<file path="config.mk">
export PLATFORM = sky130hd
export DESIGN_NAME = cp0_tlb_regs
export DESIGN_NICKNAME = d
export VERILOG_FILES = /design/src/rtl/cp0_tlb_pkg.sv /design/src/rtl/cp0_tlb_regs_random.sv /design/src/rtl/cp0_tlb_regs.sv
export SDC_FILE = /design/constraint.sdc
export NUM_CORES = 1
export LEC_CHECK = 0
export ABC_AREA = 1
export BUFFER_PORTS_ARGS = -buffer_cell sky130_fd_sc_hd__buf_2
export CORE_AREA = 3 3 170 172
export DETAILED_ROUTE_END_ITERATION = 8
export DIE_AREA = 0 0 173 175
export GPL_TIMING_DRIVEN = 0
export PLACE_DENSITY = 0.64
export REMOVE_ABC_BUFFERS = 1
export SYNTH_ARGS = -nofsm -noshare
export SYNTH_HDL_FRONTEND = slang
export SYNTH_SLANG_ARGS = --single-unit
export TNS_END_PERCENT = 5
</file>
<file path="constraint.sdc">
create_clock -name clk -period 1.2 [get_ports clk]
set_input_delay 0 -clock clk [delete_from_list [all_inputs] [get_ports clk]]
set_output_delay 0 -clock clk [all_outputs]
set_load 0.05 [all_outputs]
</file>
<file path="src/rtl/cp0_tlb_pkg.sv">
// rtl/cp0_tlb_pkg.sv - CP0 TLB register numbers, writable field masks and TLB op codes
package cp0_tlb_pkg;

  localparam logic [4:0] CP0_INDEX    = 5'd0;
  localparam logic [4:0] CP0_RANDOM   = 5'd1;
  localparam logic [4:0] CP0_ENTRYLO0 = 5'd2;
  localparam logic [4:0] CP0_ENTRYLO1 = 5'd3;
  localparam logic [4:0] CP0_CONTEXT  = 5'd4;
  localparam logic [4:0] CP0_PAGEMASK = 5'd5;
  localparam logic [4:0] CP0_WIRED    = 5'd6;
  localparam logic [4:0] CP0_BADVADDR = 5'd8;
  localparam logic [4:0] CP0_ENTRYHI  = 5'd10;

  localparam logic [31:0] MASK_ENTRYLO  = 32'h03FF_FFFF;
  localparam logic [31:0] MASK_PAGEMASK = 32'h01FF_E000;
  localparam logic [31:0] MASK_ENTRYHI  = 32'hFFFF_E0FF;
  localparam logic [31:0] MASK_PTEBASE  = 32'hFF80_0000;

  typedef enum logic [2:0] {
    TLB_OP_NONE  = 3'd0,
    TLB_OP_TLBP  = 3'd1,
    TLB_OP_TLBR  = 3'd2,
    TLB_OP_TLBWI = 3'd3,
    TLB_OP_TLBWR = 3'd4
  } tlb_op_e;

endpackage

</file>
<file path="src/rtl/cp0_tlb_regs_random.sv">
// rtl/cp0_tlb_regs_random.sv - Random register: free-running down-counter bounded below by Wired
module tlb_random_ctr
  import cp0_tlb_pkg::*;
#(
  parameter int TLB_ENTRIES = 32
) (
  input  logic                           clk_i,
  input  logic                           rst_i,
  input  logic [$clog2(TLB_ENTRIES)-1:0] wired_i,
  input  logic                           wired_wr_i,
  output logic [$clog2(TLB_ENTRIES)-1:0] random_o
);

  localparam int IW = $clog2(TLB_ENTRIES);
  localparam logic [IW-1:0] TOP = IW'(TLB_ENTRIES - 1);

  logic [IW-1:0] random_q, random_d;

  // Reaching Wired wraps to the top; with Wired at the top this holds there.
  always_comb begin
    if (wired_wr_i || (random_q == wired_i)) random_d = TOP;
    else                                     random_d = random_q - IW'(1);
  end

  always_ff @(posedge clk_i) begin
    if (rst_i) random_q <= TOP;
    else       random_q <= random_d;
  end

  assign random_o = random_q;

endmodule

</file>
<file path="src/rtl/cp0_tlb_regs.sv">
// rtl/cp0_tlb_regs.sv - CP0 TLB register file between M-stage mtc0/mfc0 and the TLB
module cp0_tlb_regs
  import cp0_tlb_pkg::*;
#(
  parameter int TLB_ENTRIES = 32
) (
  input  logic                           clk,
  input  logic                           rst,
  input  logic [2:0]                     tlb_typeM,
  input  logic                           mtc0_en,
  input  logic [4:0]                     mtc0_addr,
  input  logic [31:0]                    mtc0_data,
  input  logic [4:0]                     mfc0_addr,
  output logic [31:0]                    mfc0_data,
  input  logic                           tlbp_found,
  input  logic [$clog2(TLB_ENTRIES)-1:0] tlbp_index,
  input  logic [31:0]                    tlbr_EntryHi,
  input  logic [31:0]                    tlbr_PageMask,
  input  logic [31:0]                    tlbr_EntryLo0,
  input  logic [31:0]                    tlbr_EntryLo1,
  input  logic                           tlb_exc,
  input  logic [31:0]                    tlb_exc_vaddr,
  output logic [31:0]                    EntryHi_o,
  output logic [31:0]                    PageMask_o,
  output logic [31:0]                    EntryLo0_o,
  output logic [31:0]                    EntryLo1_o,
  output logic [31:0]                    Index_o,
  output logic [31:0]                    Random_o
);

  localparam int IW = $clog2(TLB_ENTRIES);

  logic          index_p_q, index_p_d;
  logic [IW-1:0] index_q, index_d;
  logic [IW-1:0] wired_q, wired_d;
  logic [IW-1:0] random;
  logic [31:0]   entrylo0_q, entrylo0_d, entrylo1_q, entrylo1_d;
  logic [31:0]   context_q, context_d, pagemask_q, pagemask_d;
  logic [31:0]   badvaddr_q, badvaddr_d, entryhi_q, entryhi_d;
  logic          wired_wr;

  assign wired_wr = mtc0_en && (mtc0_addr == CP0_WIRED);

  tlb_random_ctr #(.TLB_ENTRIES(TLB_ENTRIES)) u_random (
    .clk_i      (clk),
    .rst_i      (rst),
    .wired_i    (wired_q),
    .wired_wr_i (wired_wr),
    .random_o   (random)
  );

  // Later assignments win: mtc0, then TLBP/TLBR writeback, then exception capture.
  always_comb begin
    index_p_d  = index_p_q;
    index_d    = index_q;
    wired_d    = wired_q;
    entrylo0_d = entrylo0_q;
    entrylo1_d = entrylo1_q;
    context_d  = context_q;
    pagemask_d = pagemask_q;
    badvaddr_d = badvaddr_q;
    entryhi_d  = entryhi_q;
    if (mtc0_en) begin
      case (mtc0_addr)
        CP0_INDEX:    index_d    = mtc0_data[IW-1:0];
        CP0_ENTRYLO0: entrylo0_d = mtc0_data & MASK_ENTRYLO;
        CP0_ENTRYLO1: entrylo1_d = mtc0_data & MASK_ENTRYLO;
        CP0_CONTEXT:  context_d  = (mtc0_data & MASK_PTEBASE) | (context_q & ~MASK_PTEBASE);
        CP0_PAGEMASK: pagemask_d = mtc0_data & MASK_PAGEMASK;
        CP0_WIRED:    wired_d    = mtc0_data[IW-1:0];
        CP0_ENTRYHI:  entryhi_d  = mtc0_data & MASK_ENTRYHI;
        default: ;
      endcase
    end
    if (tlb_typeM == TLB_OP_TLBP) begin
      index_p_d = ~tlbp_found;
      index_d   = tlbp_found ? tlbp_index : '0;
    end
    if (tlb_typeM == TLB_OP_TLBR) begin
      entryhi_d  = tlbr_EntryHi  & MASK_ENTRYHI;
      pagemask_d = tlbr_PageMask & MASK_PAGEMASK;
      entrylo0_d = tlbr_EntryLo0 & MASK_ENTRYLO;
      entrylo1_d = tlbr_EntryLo1 & MASK_ENTRYLO;
    end
    if (tlb_exc) begin
      badvaddr_d = tlb_exc_vaddr;
      entryhi_d  = {tlb_exc_vaddr[31:13], entryhi_q[12:0]};
      context_d  = {context_q[31:23], tlb_exc_vaddr[31:13], 4'b0};
    end
  end

  always_ff @(posedge clk) begin
    if (rst) begin
      index_p_q  <= 1'b0;
      index_q    <= '0;
      wired_q    <= '0;
      entrylo0_q <= '0;
      entrylo1_q <= '0;
      context_q  <= '0;
      pagemask_q <= '0;
      badvaddr_q <= '0;
      entryhi_q  <= '0;
    end else begin
      index_p_q  <= index_p_d;
      index_q    <= index_d;
      wired_q    <= wired_d;
      entrylo0_q <= entrylo0_d;
      entrylo1_q <= entrylo1_d;
      context_q  <= context_d;
      pagemask_q <= pagemask_d;
      badvaddr_q <= badvaddr_d;
      entryhi_q  <= entryhi_d;
    end
  end

  assign Index_o    = {index_p_q, {(31 - IW){1'b0}}, index_q};
  assign Random_o   = 32'(random);
  assign EntryHi_o  = entryhi_q;
  assign PageMask_o = pagemask_q;
  assign EntryLo0_o = entrylo0_q;
  assign EntryLo1_o = entrylo1_q;

  always_comb begin
    case (mfc0_addr)
      CP0_INDEX:    mfc0_data = Index_o;
      CP0_RANDOM:   mfc0_data = Random_o;
      CP0_ENTRYLO0: mfc0_data = entrylo0_q;
      CP0_ENTRYLO1: mfc0_data = entrylo1_q;
      CP0_CONTEXT:  mfc0_data = context_q;
      CP0_PAGEMASK: mfc0_data = pagemask_q;
      CP0_WIRED:    mfc0_data = 32'(wired_q);
      CP0_BADVADDR: mfc0_data = badvaddr_q;
      CP0_ENTRYHI:  mfc0_data = entryhi_q;
      default:      mfc0_data = 32'h0;
    endcase
  end

endmodule

</file>
==> results.sh, run 1 <==
export IMPL_status="complete, but fails checks"
export IMPL_violations="negative setup slack"
export IMPL_critical_path_class="reg2out"
export IMPL_drc=0
export IMPL_via_per_inst=5.06
export IMPL_die_h_um=175
export IMPL_tightest_slew_ns=0.983
export IMPL_postSynthCellCount=1492
export IMPL_arrival_ns=1.39
export IMPL_ys_seq_area_share_pct=34.3
export IMPL_grt_pass1_vias=11300
export IMPL_portBuffers=311
export IMPL_finalHoldViolations=0
export IMPL_rr_worst_depth=6
export IMPL_place_gp_congestion=0.832
export IMPL_vias=11700
export IMPL_period_minus_slack_ns=1.39
export IMPL_fin_crit_sh_pct=116
export IMPL_clockRootBuffer="clkbuf_16"
export IMPL_grt_pass1_wl_um=65500
export IMPL_grt_max_degree=86
export IMPL_ys_ff_latch=167
export IMPL_row_count=61
export IMPL_rrSetupSlack_ns=0.14
export IMPL_synthTopCellsByCount="nand2_1 (361), inv_1 (178), dfxtp_1 (167)"
export IMPL_diodes=0
export IMPL_clockBufferDepth=2
export IMPL_finalSetupViolCount=54
export IMPL_switching_power_mw=5.69
export IMPL_p_int_mw=10.2
export IMPL_area_growth_pct=44.7
export IMPL_grt_usage_pct=27.9
export IMPL_detail_route_wl_per_cell_um=19.3
export IMPL_cp_startpoint="badvaddr_q[0]"
export IMPL_hp_class="in2reg"
export IMPL_power_density_nw_per_um2=1120
export IMPL_ys_async_sr_fraction_pct=0
export IMPL_yosysTopAreaCellShare_pct=34.3
export IMPL_cts_tree="built"
export IMPL_p_seq_share_pct=37.9
export IMPL_comb_power_share_pct=24.9
export IMPL_postSynthAreaPerCell_um2=6.53
export IMPL_dp_hpwl_um=26500
export IMPL_synth_top_area_cell="dfxtp_1"
export IMPL_clkPwrFrac_pct=37.2
export IMPL_drt_pass1_iterations=5
export IMPL_setup_ws_ns=-0.187
export IMPL_filler_cell_count=2753
export IMPL_ys_types=36
export IMPL_endpoint="mfc0_data[0]"
export IMPL_synth_warnings=0
export IMPL_vdd_drop_max_mv=0.825
export IMPL_overflow=0
export IMPL_cp_start_kind="flop"
export IMPL_io_pins=439
export IMPL_synth_area_leaders="dfxtp_1 (34%), nand2_1 (14%), buf_4 (8.2%), a21oi_1 (7.5%), inv_1 (6.9%)"
export IMPL_final_nets=2128
export IMPL_worstHoldStart="tlbr_PageMask[16]"
export IMPL_dieArea_um2=30300
export IMPL_core_region_area_um2=27600
export IMPL_leakage_nw=6.72
export IMPL_die_w_um=173
export IMPL_p_sw_share_pct=35.9
export IMPL_cts_max_level=4
export IMPL_skew_ns=0.00896
export IMPL_ant_nets=0
export IMPL_crit_fanout=2
export IMPL_fmax_ghz=0.721
export IMPL_cts_clk_slew_worst_paths_ns=0.08
export IMPL_cts_buffers=17
export IMPL_synth_edf_count=0
export IMPL_synth_main_ff_cell="dfxtp_1"
export IMPL_endpoint_kind="primary output"
export IMPL_post_synth_top_count_cell="nand2_1"
export IMPL_rsz0062_at_grt="yes"
export IMPL_regToRegEndpoint="u_random.random_o[4]"
export IMPL_layout_drive_gt1_share_pct=27.9
export IMPL_slew_headroom_pct=34.3
export IMPL_netlist_area_um2=9750
export IMPL_worstPathRequired_ns=1.20
export IMPL_dpl_cell_area_um2=11100
export IMPL_maxCapViolCount=0
export IMPL_start_util_pct=35.3
export IMPL_antenna_found_initial=1
export IMPL_setup_tns_ns=-4.92
export IMPL_cts_sinks=167
export IMPL_stdcell_area_um2=14100
export IMPL_rr_startpoint="u_random.random_o[0]"
export IMPL_insertion_delay_ns=0.43
export IMPL_routed_wl_um=44400
export IMPL_drt_initial_drc_count=872
export IMPL_slew_violations=0
## power groups by stage
stage          sequential [mW]  combinational [mW]  clock, mW
3_3_place_gp              6.11                3.24          0
3_5_place_dp              6.11                3.28          0
6_report                  6.01                3.95       5.89
2_1_floorplan             6.67                1.63          0
5_1_grt                   6.04                4.20       6.15
4_1_cts                   5.99                3.85       5.97
## cell type report
class	count	area (µm²)	area share, %
Clock inverter	14	174	1.23
Inverter	184	733	5.20
Multi-Input combinational cell	1053	5210	36.9
Sequential cell	167	3410	24.2
Timing Repair inverter	1	7.51	0.0532
Timing Repair Buffer	488	3660	26.0
Clock buffer	18	429	3.04
Tap cell	378	473	3.35
## cell families after synthesis
group / after synthesis / synth area share (%)
other cells: 1 / 0.0385
simple gates: 679 / 31.1
fa+ha+maj: 1 / 0.128
xor+xnor: 8 / 0.719
compound gates: 270 / 14.4
buf+inv: 366 / 19.3
flops: 167 / 34.3
## per-layer routing
layer  wire length, µm  up-vias  part of all wire (%)  track usage [%]
li1                  -     5479                     -                -
met1             17700     5374                    40             34.1
met2             21300      686                    48             48.2
met3              3770      121                   8.5             5.80
met4              1650        2                   3.7             10.9
met5                 7        -                 0.016                0
## flip-flops by register name (all words and copies together) (netlist names)
register,count
PageMask_o,12
u_random.random_o,5
EntryLo0_o,26
index_p_q,1
EntryLo1_o,26
index_q,5
context_q,28
wired_q,5
EntryHi_o,27
badvaddr_q,32
## repair_timing
action	CTS	global route
gates resized for setup	180	63
gates cloned	6	0
setup endpoints to repair	172	107
pin swaps	37	19
endpoints found under the hold margin	147	20
buffers inserted	33	2
hold buffers	133	3
## through the flow
stage | std cells | utilization, % | setup slack (ns) | hold slack, ns | power (mW)
finish | 2303 | 51.0 | -0.187 | 0.0142 | 15.9
global route | 2303 | 51.0 | -0.213 | 0.0402 | 16.4
CTS | 2298 | 50.3 | -0.164 | 0.00234 | 15.8
detailed placement | 2094 | 40.0 | -1.73 | 0.246 | 9.40
global placement | 2088 | 39.5 | -3.03 | 0.249 | 9.35
floorplan | 1399 | - | -1.04 | 0.0691 | 8.30
## worst min-delay path by stage
stage,end,slack (ns),depth (start not counted)
floorplan,EntryLo0_o[0],0.07,1
global placement,badvaddr_q[0],0.25,3
detailed placement,badvaddr_q[4],0.25,3
CTS,EntryHi_o[2],0.002,7
global route,context_q[4],0.04,3
finish,PageMask_o[16],0.01,5
## cell usage in the layout, fill, tap and decap left out, types with 11 or more instances in the layout
master	netlist	final
nand2_1	361	351
buf_2	32	270
inv_1	178	160
a21oi_1	147	144
dlygate4sd3_1	0	135
dfxtp_1	167	113
nor2_1	115	105
o21ai_0	101	90
conb_1	1	90
nand3_1	94	89
nand4_1	74	74
dfxtp_2	0	53
buf_6	9	38
buf_4	106	30
clkbuf_16	0	17
inv_2	6	16
nor2_4	6	13
o21ai_1	6	11
buf_12	0	11
## critical path, cell delays in order, from the launching register on
cell,delay [ns]
dfxtp_1,0.33
nand4_1,0.18
nand3_1,0.14
nor2_2,0.05
nand2_1,0.10
buf_6,0.16
(Power assumes the default switching activity.)
==> run 2, diff against run 1 <==
--- a/config.mk
+++ b/config.mk
@@ -8,6 +8,7 @@
 export ABC_AREA = 1
 export BUFFER_PORTS_ARGS = -buffer_cell sky130_fd_sc_hd__buf_2
 export CORE_AREA = 3 3 170 172
+export CTS_CLUSTER_DIAMETER = 120
 export DETAILED_ROUTE_END_ITERATION = 8
 export DIE_AREA = 0 0 173 175
 export GPL_TIMING_DRIVEN = 0
==> constraint.sdc (replaced) <==
create_clock -name clk -period 1.2 [get_ports clk]
set_input_delay 0 -clock clk [delete_from_list [all_inputs] [get_ports clk]]
set_output_delay 0 -clock clk [all_outputs]
set_load 0.1 [all_outputs]
==> run 2 against run 1 <==
Net effect: the run still ends with negative setup slack left; sequential share of layout area decreased by 1.2 points; wire length up 3.5%; core utilization rose by 2.5 points; flip-flop and latch count unchanged; first-iteration DRC count increased by 23%; clock power about the same; combinational power grew 39%; via count is 1.1% higher; maximum frequency decreased by 4.6%; highest routed layer unchanged.
==> results.sh, run 2 (synthesis gave the netlist of run 1 again) <==
export IMPL_cts_tree="built"
export IMPL_cts_buffers=17
export IMPL_comb_power_share_pct=31.5
export IMPL_rr_startpoint="wired_q[2]"
export IMPL_rrSetupSlack_ns=0.11
export IMPL_drc=0
export IMPL_worstPathRequired_ns=1.20
export IMPL_dieArea_um2=30300
export IMPL_fmax_ghz=0.688
export IMPL_maxCapViolCount=0
export IMPL_cp_start_kind="flop"
export IMPL_clkPwrFrac_pct=34.0
export IMPL_grt_pass1_wl_um=67500
export IMPL_finalSetupViolCount=58
export IMPL_leakage_nw=6.87
export IMPL_critical_path_class="reg2out"
export IMPL_crit_fanout=2
export IMPL_p_sw_share_pct=40.7
export IMPL_vdd_drop_max_mv=0.833
export IMPL_grt_pass1_vias=11500
export IMPL_fin_crit_sh_pct=121
export IMPL_hold_depth=5
export IMPL_die_w_um=173
export IMPL_dp_hpwl_um=26500
export IMPL_layout_drive_gt1_share_pct=28.8
export IMPL_overflow=0
export IMPL_drt_initial_drc_count=1072
export IMPL_cts_max_level=4
export IMPL_vias=11800
export IMPL_clockBufferDepth=2
export IMPL_hp_class="in2reg"
export IMPL_instances_no_fill=2318
export IMPL_dpl_cell_count=2094
export IMPL_stdcell_area_um2=14800
export IMPL_setup_tns_ns=-7.48
export IMPL_final_cell_mix="nand2_1 (341), buf_2 (169), inv_1 (162)"
export IMPL_insertion_delay_ns=0.43
export IMPL_worstHoldStart="tlbr_PageMask[16]"
export IMPL_largest_register_ffs=32
export IMPL_p_int_mw=10.3
export IMPL_row_count=61
export IMPL_place_gp_congestion=0.832
export IMPL_skew_ns=0.00578
export IMPL_arrival_ns=1.45
export IMPL_holdPathEnd="PageMask_o[16]"
export IMPL_clockRootBuffer="clkbuf_16"
export IMPL_dpl_cell_area_um2=11100
export IMPL_cts_sinks=167
export IMPL_rr_worst_depth=5
export IMPL_diodes=0
export IMPL_status="complete, but fails checks"
export IMPL_via_per_inst=5.09
export IMPL_grt_max_degree=86
export IMPL_violations="negative setup slack"
export IMPL_endpoint_kind="primary output"
export IMPL_detail_route_wl_per_cell_um=19.8
export IMPL_regToRegEndpoint="u_random.random_o[1]"
export IMPL_core_region_area_um2=27600
export IMPL_rsz0062_at_grt="yes"
export IMPL_utilization_pct=53.5
export IMPL_start_util_pct=35.3
export IMPL_slew_violations=0
export IMPL_slew_headroom_pct=38.2
export IMPL_antenna_found_initial=1
export IMPL_final_common_cell="nand2_1"
export IMPL_tightest_slew_ns=0.924
export IMPL_ant_nets=0
export IMPL_switching_power_mw=7.08
export IMPL_portBuffers=311
export IMPL_cts_clk_slew_worst_paths_ns=0.08
export IMPL_setup_ws_ns=-0.254
export IMPL_die_h_um=175
export IMPL_power_density_nw_per_um2=1180
export IMPL_top_register="badvaddr_q"
export IMPL_routed_wl_um=46000
export IMPL_period_minus_slack_ns=1.45
export IMPL_p_seq_share_pct=34.6
export IMPL_grt_usage_pct=28.9
export IMPL_io_pins=439
export IMPL_finalHoldViolations=0
export IMPL_drt_pass1_iterations=5
export IMPL_area_growth_pct=51.7
export IMPL_final_nets=2143
## run 2: cell type report
| cell class | instances | area [µm²] |
|---|---|---|
| clock inverters | 14 | 174 |
| repair buffers | 501 | 4260 |
| repair inverters | 2 | 16.3 |
| flip-flops and latches | 167 | 3410 |
| clock buffers | 18 | 429 |
| well taps | 378 | 473 |
| multi-input cells | 1054 | 5300 |
| fillers | 2651 | 12800 |
| inverters | 184 | 731 |
## run 2: per-layer routing
metal  up-vias  wire, µm  share of wire (%)  GRT usage (%)
met5         -        12              0.026              0
met4         2      2040                4.4           12.7
met3       129      4050                8.8           6.13
met2       664     22000                 48           49.4
met1      5492     17900                 39           35.1
li1       5506         -                  -              -
## run 2: worst max-delay path, cell delays in order (launching register included)
cell     delay, ns
dfxtp_2       0.32
nand4_1       0.17
nand3_1       0.10
nor2_1        0.12
nand2_1       0.12
buf_12        0.19
## run 2: worst max path at each step
stage / startpoint / end / slack, ns / depth (start not counted)
detailed placement: mfc0_addr[4] / mfc0_data[16] / -1.89 / 7
CTS: badvaddr_q[0] / mfc0_data[0] / -0.21 / 5
floorplan: EntryHi_o[26] / mfc0_data[26] / -1.47 / 2
finish: badvaddr_q[0] / mfc0_data[0] / -0.25 / 5
global placement: tlb_typeM[2] / EntryLo0_o[18] / -3.03 / 6
global route: badvaddr_q[0] / mfc0_data[0] / -0.31 / 5
## run 2: power by group through the flow
stage          combinational, mW  sequential, mW  clock [mW]
2_1_floorplan               2.32            7.29           0
3_3_place_gp                4.56            6.11           0
3_5_place_dp                4.60            6.11           0
4_1_cts                     5.34            6.00        5.97
5_1_grt                     5.72            6.05        6.15
6_report                    5.48            6.02        5.91
## run 2: repair_timing
action                                 4_1_cts  5_1_grt
setup endpoints to repair                  269      119
endpoints found under the hold margin      147       18
gates cloned                                 8        0
hold buffers                               133        3
setup buffers                               43        5
resized for setup                          355       64
pin swaps                                   51       25
## run 2: stage by stage
stage	power [mW]	worst slack [ns]	hold WS, ns
after detailed placement	10.7	-1.89	0.246
after global routing	17.9	-0.306	0.0371
after floorplan	9.61	-1.47	0.0691
final	17.4	-0.254	0.00844
after global placement	10.7	-3.03	0.249
after CTS	17.3	-0.210	0.00234
==> run 3, diff against run 2 <==
--- a/config.mk
+++ b/config.mk
@@ -7,14 +7,15 @@
 export LEC_CHECK = 0
 export ABC_AREA = 1
 export BUFFER_PORTS_ARGS = -buffer_cell sky130_fd_sc_hd__buf_2
-export CORE_AREA = 3 3 170 172
+export CORE_AREA = 3 3 169 171
 export CTS_CLUSTER_DIAMETER = 120
 export DETAILED_ROUTE_END_ITERATION = 8
-export DIE_AREA = 0 0 173 175
+export DIE_AREA = 0 0 172 174
 export GPL_TIMING_DRIVEN = 0
 export PLACE_DENSITY = 0.64
 export REMOVE_ABC_BUFFERS = 1
 export SYNTH_ARGS = -nofsm -noshare
 export SYNTH_HDL_FRONTEND = slang
+export SYNTH_HIERARCHICAL = 1
 export SYNTH_SLANG_ARGS = --single-unit
 export TNS_END_PERCENT = 5
==> run 3 against run 2 <==
Net effect: the flow still finishes with violations (negative setup slack); clock power decreased by 0.7%; combinational power increased by 8.6%; critical path depth decreased by 2; non-clock buffer count increased by 11; critical path type unchanged; largest cell class unchanged; largest power group unchanged; highest routed layer is now met4.
==> results.sh, run 3 <==
export IMPL_vdd_drop_max_mv=0.952
export IMPL_rsz0062_at_grt="yes"
export IMPL_hp_class="in2reg"
export IMPL_synth_warnings=6
export IMPL_final_nets=2233
export IMPL_holdPathEnd="badvaddr_q[21]"
export IMPL_place_gp_congestion=0.823
export IMPL_ys_async_sr_fraction_pct=0
export IMPL_routed_wl_um=44600
export IMPL_dieArea_um2=29900
export IMPL_rr_startpoint="u_random/random_o[0]"
export IMPL_grt_pass1_vias=11200
export IMPL_worstHoldStart="tlb_exc_vaddr[21]"
export IMPL_cp_start_kind="flop"
export IMPL_yosysTopAreaCellShare_pct=34.5
export IMPL_largest_register_ffs=32
export IMPL_cp_num_buf_inv=2
export IMPL_area_growth_pct=52.5
export IMPL_dp_hpwl_um=25400
export IMPL_synth_area_leaders="dfxtp_1 (35%), nand2_1 (13%), nor2_1 (11%), o21ai_0 (8.1%), inv_1 (8.0%)"
export IMPL_worst_path_largest_cell_delay_ns=0.35
export IMPL_slowest_stage="dfxtp_1"
export IMPL_fmax_ghz=0.727
export IMPL_worstPathCellList="inv_1, o221ai_1, buf_6"
export IMPL_power_total_mw=17.9
export IMPL_core_region_area_um2=27000
export IMPL_fin_crit_sh_pct=115
export IMPL_holdWs_ns=0.00603
export IMPL_critPathTopFamily="flip-flops"
export IMPL_finalSetupViolCount=95
export IMPL_final_common_cell="nand2_1"
export IMPL_synth_top_area_cell="dfxtp_1"
export IMPL_drt_pass1_iterations=6
export IMPL_rr_worst_depth=5
export IMPL_tightest_slew_ns=0.884
export IMPL_die_h_um=174
export IMPL_slew_headroom_pct=40.7
export IMPL_violations="negative setup slack"
export IMPL_period_minus_slack_ns=1.38
export IMPL_ant_nets=0
export IMPL_insertion_delay_ns=0.42
export IMPL_via_per_inst=4.94
export IMPL_filler_cell_count=2544
export IMPL_die_w_um=172
export IMPL_crit_fanout=2
export IMPL_cts_max_level=4
export IMPL_final_cell_mix="nand2_1 (317), nor2_1 (286), buf_2 (195)"
export IMPL_top_register="badvaddr_q"
export IMPL_cts_buffers=17
export IMPL_drc=0
export IMPL_ys_seq_area_share_pct=34.5
export IMPL_io_pins=439
export IMPL_detail_route_wl_per_cell_um=18.8
export IMPL_netlist_area_um2=9680
export IMPL_skew_ns=0.0194
export IMPL_regToRegEndpoint="u_random/random_o[4]"
export IMPL_cts_tree="built"
export IMPL_postSynthCellCount=1563
export IMPL_grt_pass1_wl_um=64400
export IMPL_start_util_pct=35.8
export IMPL_slew_violations=0
export IMPL_vias=11700
export IMPL_postSynthAreaPerCell_um2=6.19
export IMPL_rrSetupSlack_ns=0.07
export IMPL_critical_path_class="reg2out"
export IMPL_clockBufferDepth=2
export IMPL_cts_clk_slew_worst_paths_ns=0.08
export IMPL_diodes=0
export IMPL_layout_drive_gt1_share_pct=27.4
export IMPL_finalHoldViolations=0
export IMPL_drt_initial_drc_count=820
export IMPL_setup_ws_ns=-0.176
export IMPL_row_count=60
export IMPL_overflow=0
export IMPL_grt_usage_pct=28.2
export IMPL_arrival_ns=1.38
export IMPL_cts_sinks=167
export IMPL_ys_types=28
export IMPL_post_synth_top_count_cell="nand2_1"
export IMPL_antenna_found_initial=0
export IMPL_leakage_nw=7.32
export IMPL_power_density_nw_per_um2=1210
export IMPL_grt_max_degree=67
export IMPL_maxCapViolCount=0
export IMPL_synth_edf_count=0
export IMPL_portBuffers=311
export IMPL_synthTopCellsByCount="nand2_1 (334), nor2_1 (296), inv_1 (207)"
export IMPL_endpoint_kind="primary output"
export IMPL_hold_depth=3
export IMPL_status="complete, but fails checks"
export IMPL_ys_ff_latch=167
export IMPL_synth_main_ff_cell="dfxtp_1"
export IMPL_worstPathRequired_ns=1.20
export IMPL_clockRootBuffer="clkbuf_16"
-- run 3: kinds of logic (layout without fill, tap and decap cells) --
| family | count (synthesis) | after routing | synth area share, % |
|---|---|---|---|
| AOI/OAI and AO/OA | 235 | 235 | 12.4 |
| DFF | 167 | 167 | 34.5 |
| other | 1 | 90 | 0.0387 |
| adders and majority gates | 1 | 1 | 0.129 |
| and+or+nand+nor | 767 | 775 | 32.9 |
| xor gates and xnor gates | 4 | 4 | 0.362 |
| buffers and inverters | 388 | 757 | 19.6 |
-- run 3: metal layers --
layer	share of wire (%)	vias up	global-route usage [%]
li1	-	5611	-
met1	42	5424	36.1
met2	48	594	46.4
met3	7.6	82	5.89
met4	2.9	0	10.9
met5	0	-	0
-- run 3: worst max path at each step --
stage          cells after the start        endpoint                  from  slack (ns)
5_1_grt                            5    mfc0_data[4]  u_random/random_o[4]       -0.23
4_1_cts                           10   mfc0_data[16]          mfc0_addr[3]       -0.24
3_5_place_dp                       7  EntryLo0_o[20]          tlb_typeM[2]       -2.44
2_1_floorplan                      6   EntryLo0_o[0]          tlb_typeM[2]       -2.05
6_report                           3   mfc0_data[26]         EntryHi_o[26]       -0.18
3_3_place_gp                       7  EntryLo0_o[10]          tlb_typeM[2]       -5.34
-- run 3: where the power goes --
part           leakage (nW)  internal (mW)  switching, mW  total (mW)
Clock                 0.284           3.31           2.56        5.87
Combinational          5.64           1.41           4.54        5.95
Sequential             1.39           5.88          0.204        6.08
-- run 3: final cells by class --
cell class	instances	area [µm²]	area share (%)
Multi-Input combinational cell	1105	5170	35.0
Timing Repair Buffer	512	4310	29.2
Sequential cell	167	3420	23.2
Inverter	213	836	5.66
Clock buffer	18	429	2.91
Tap cell	341	427	2.89
Clock inverter	13	170	1.15
Timing Repair inverter	1	5.00	0.0339
-- run 3: through the flow --
step           TNS, ns  setup slack [ns]  area [µm²]  util, %  cells
6_report         -5.32            -0.176       14800     54.6   2370
5_1_grt         -12.41            -0.226       14800     54.6   2370
4_1_cts          -5.45            -0.239       14300     52.8   2351
3_5_place_dp   -275.13             -2.44       11000     40.7   2133
3_3_place_gp   -582.17             -5.34       10900     40.3   2129
2_1_floorplan  -202.63             -2.05        8910        -   1477
-- run 3: what timing repair did --
| action | 4_1_cts | 5_1_grt |
|---|---|---|
| gates resized for setup | 268 | 128 |
| endpoints found under the setup margin | 264 | 152 |
| hold endpoints to repair | 149 | 0 |
| pin swaps | 31 | 45 |
| setup buffers | 42 | 18 |
| hold buffers | 135 | 0 |
| gates cloned | 10 | 1 |
-- run 3: worst min-delay path: stages --
cell and delay, ns:
buf_2 0.10, nand2_1 0.19, a21oi_1 0.10
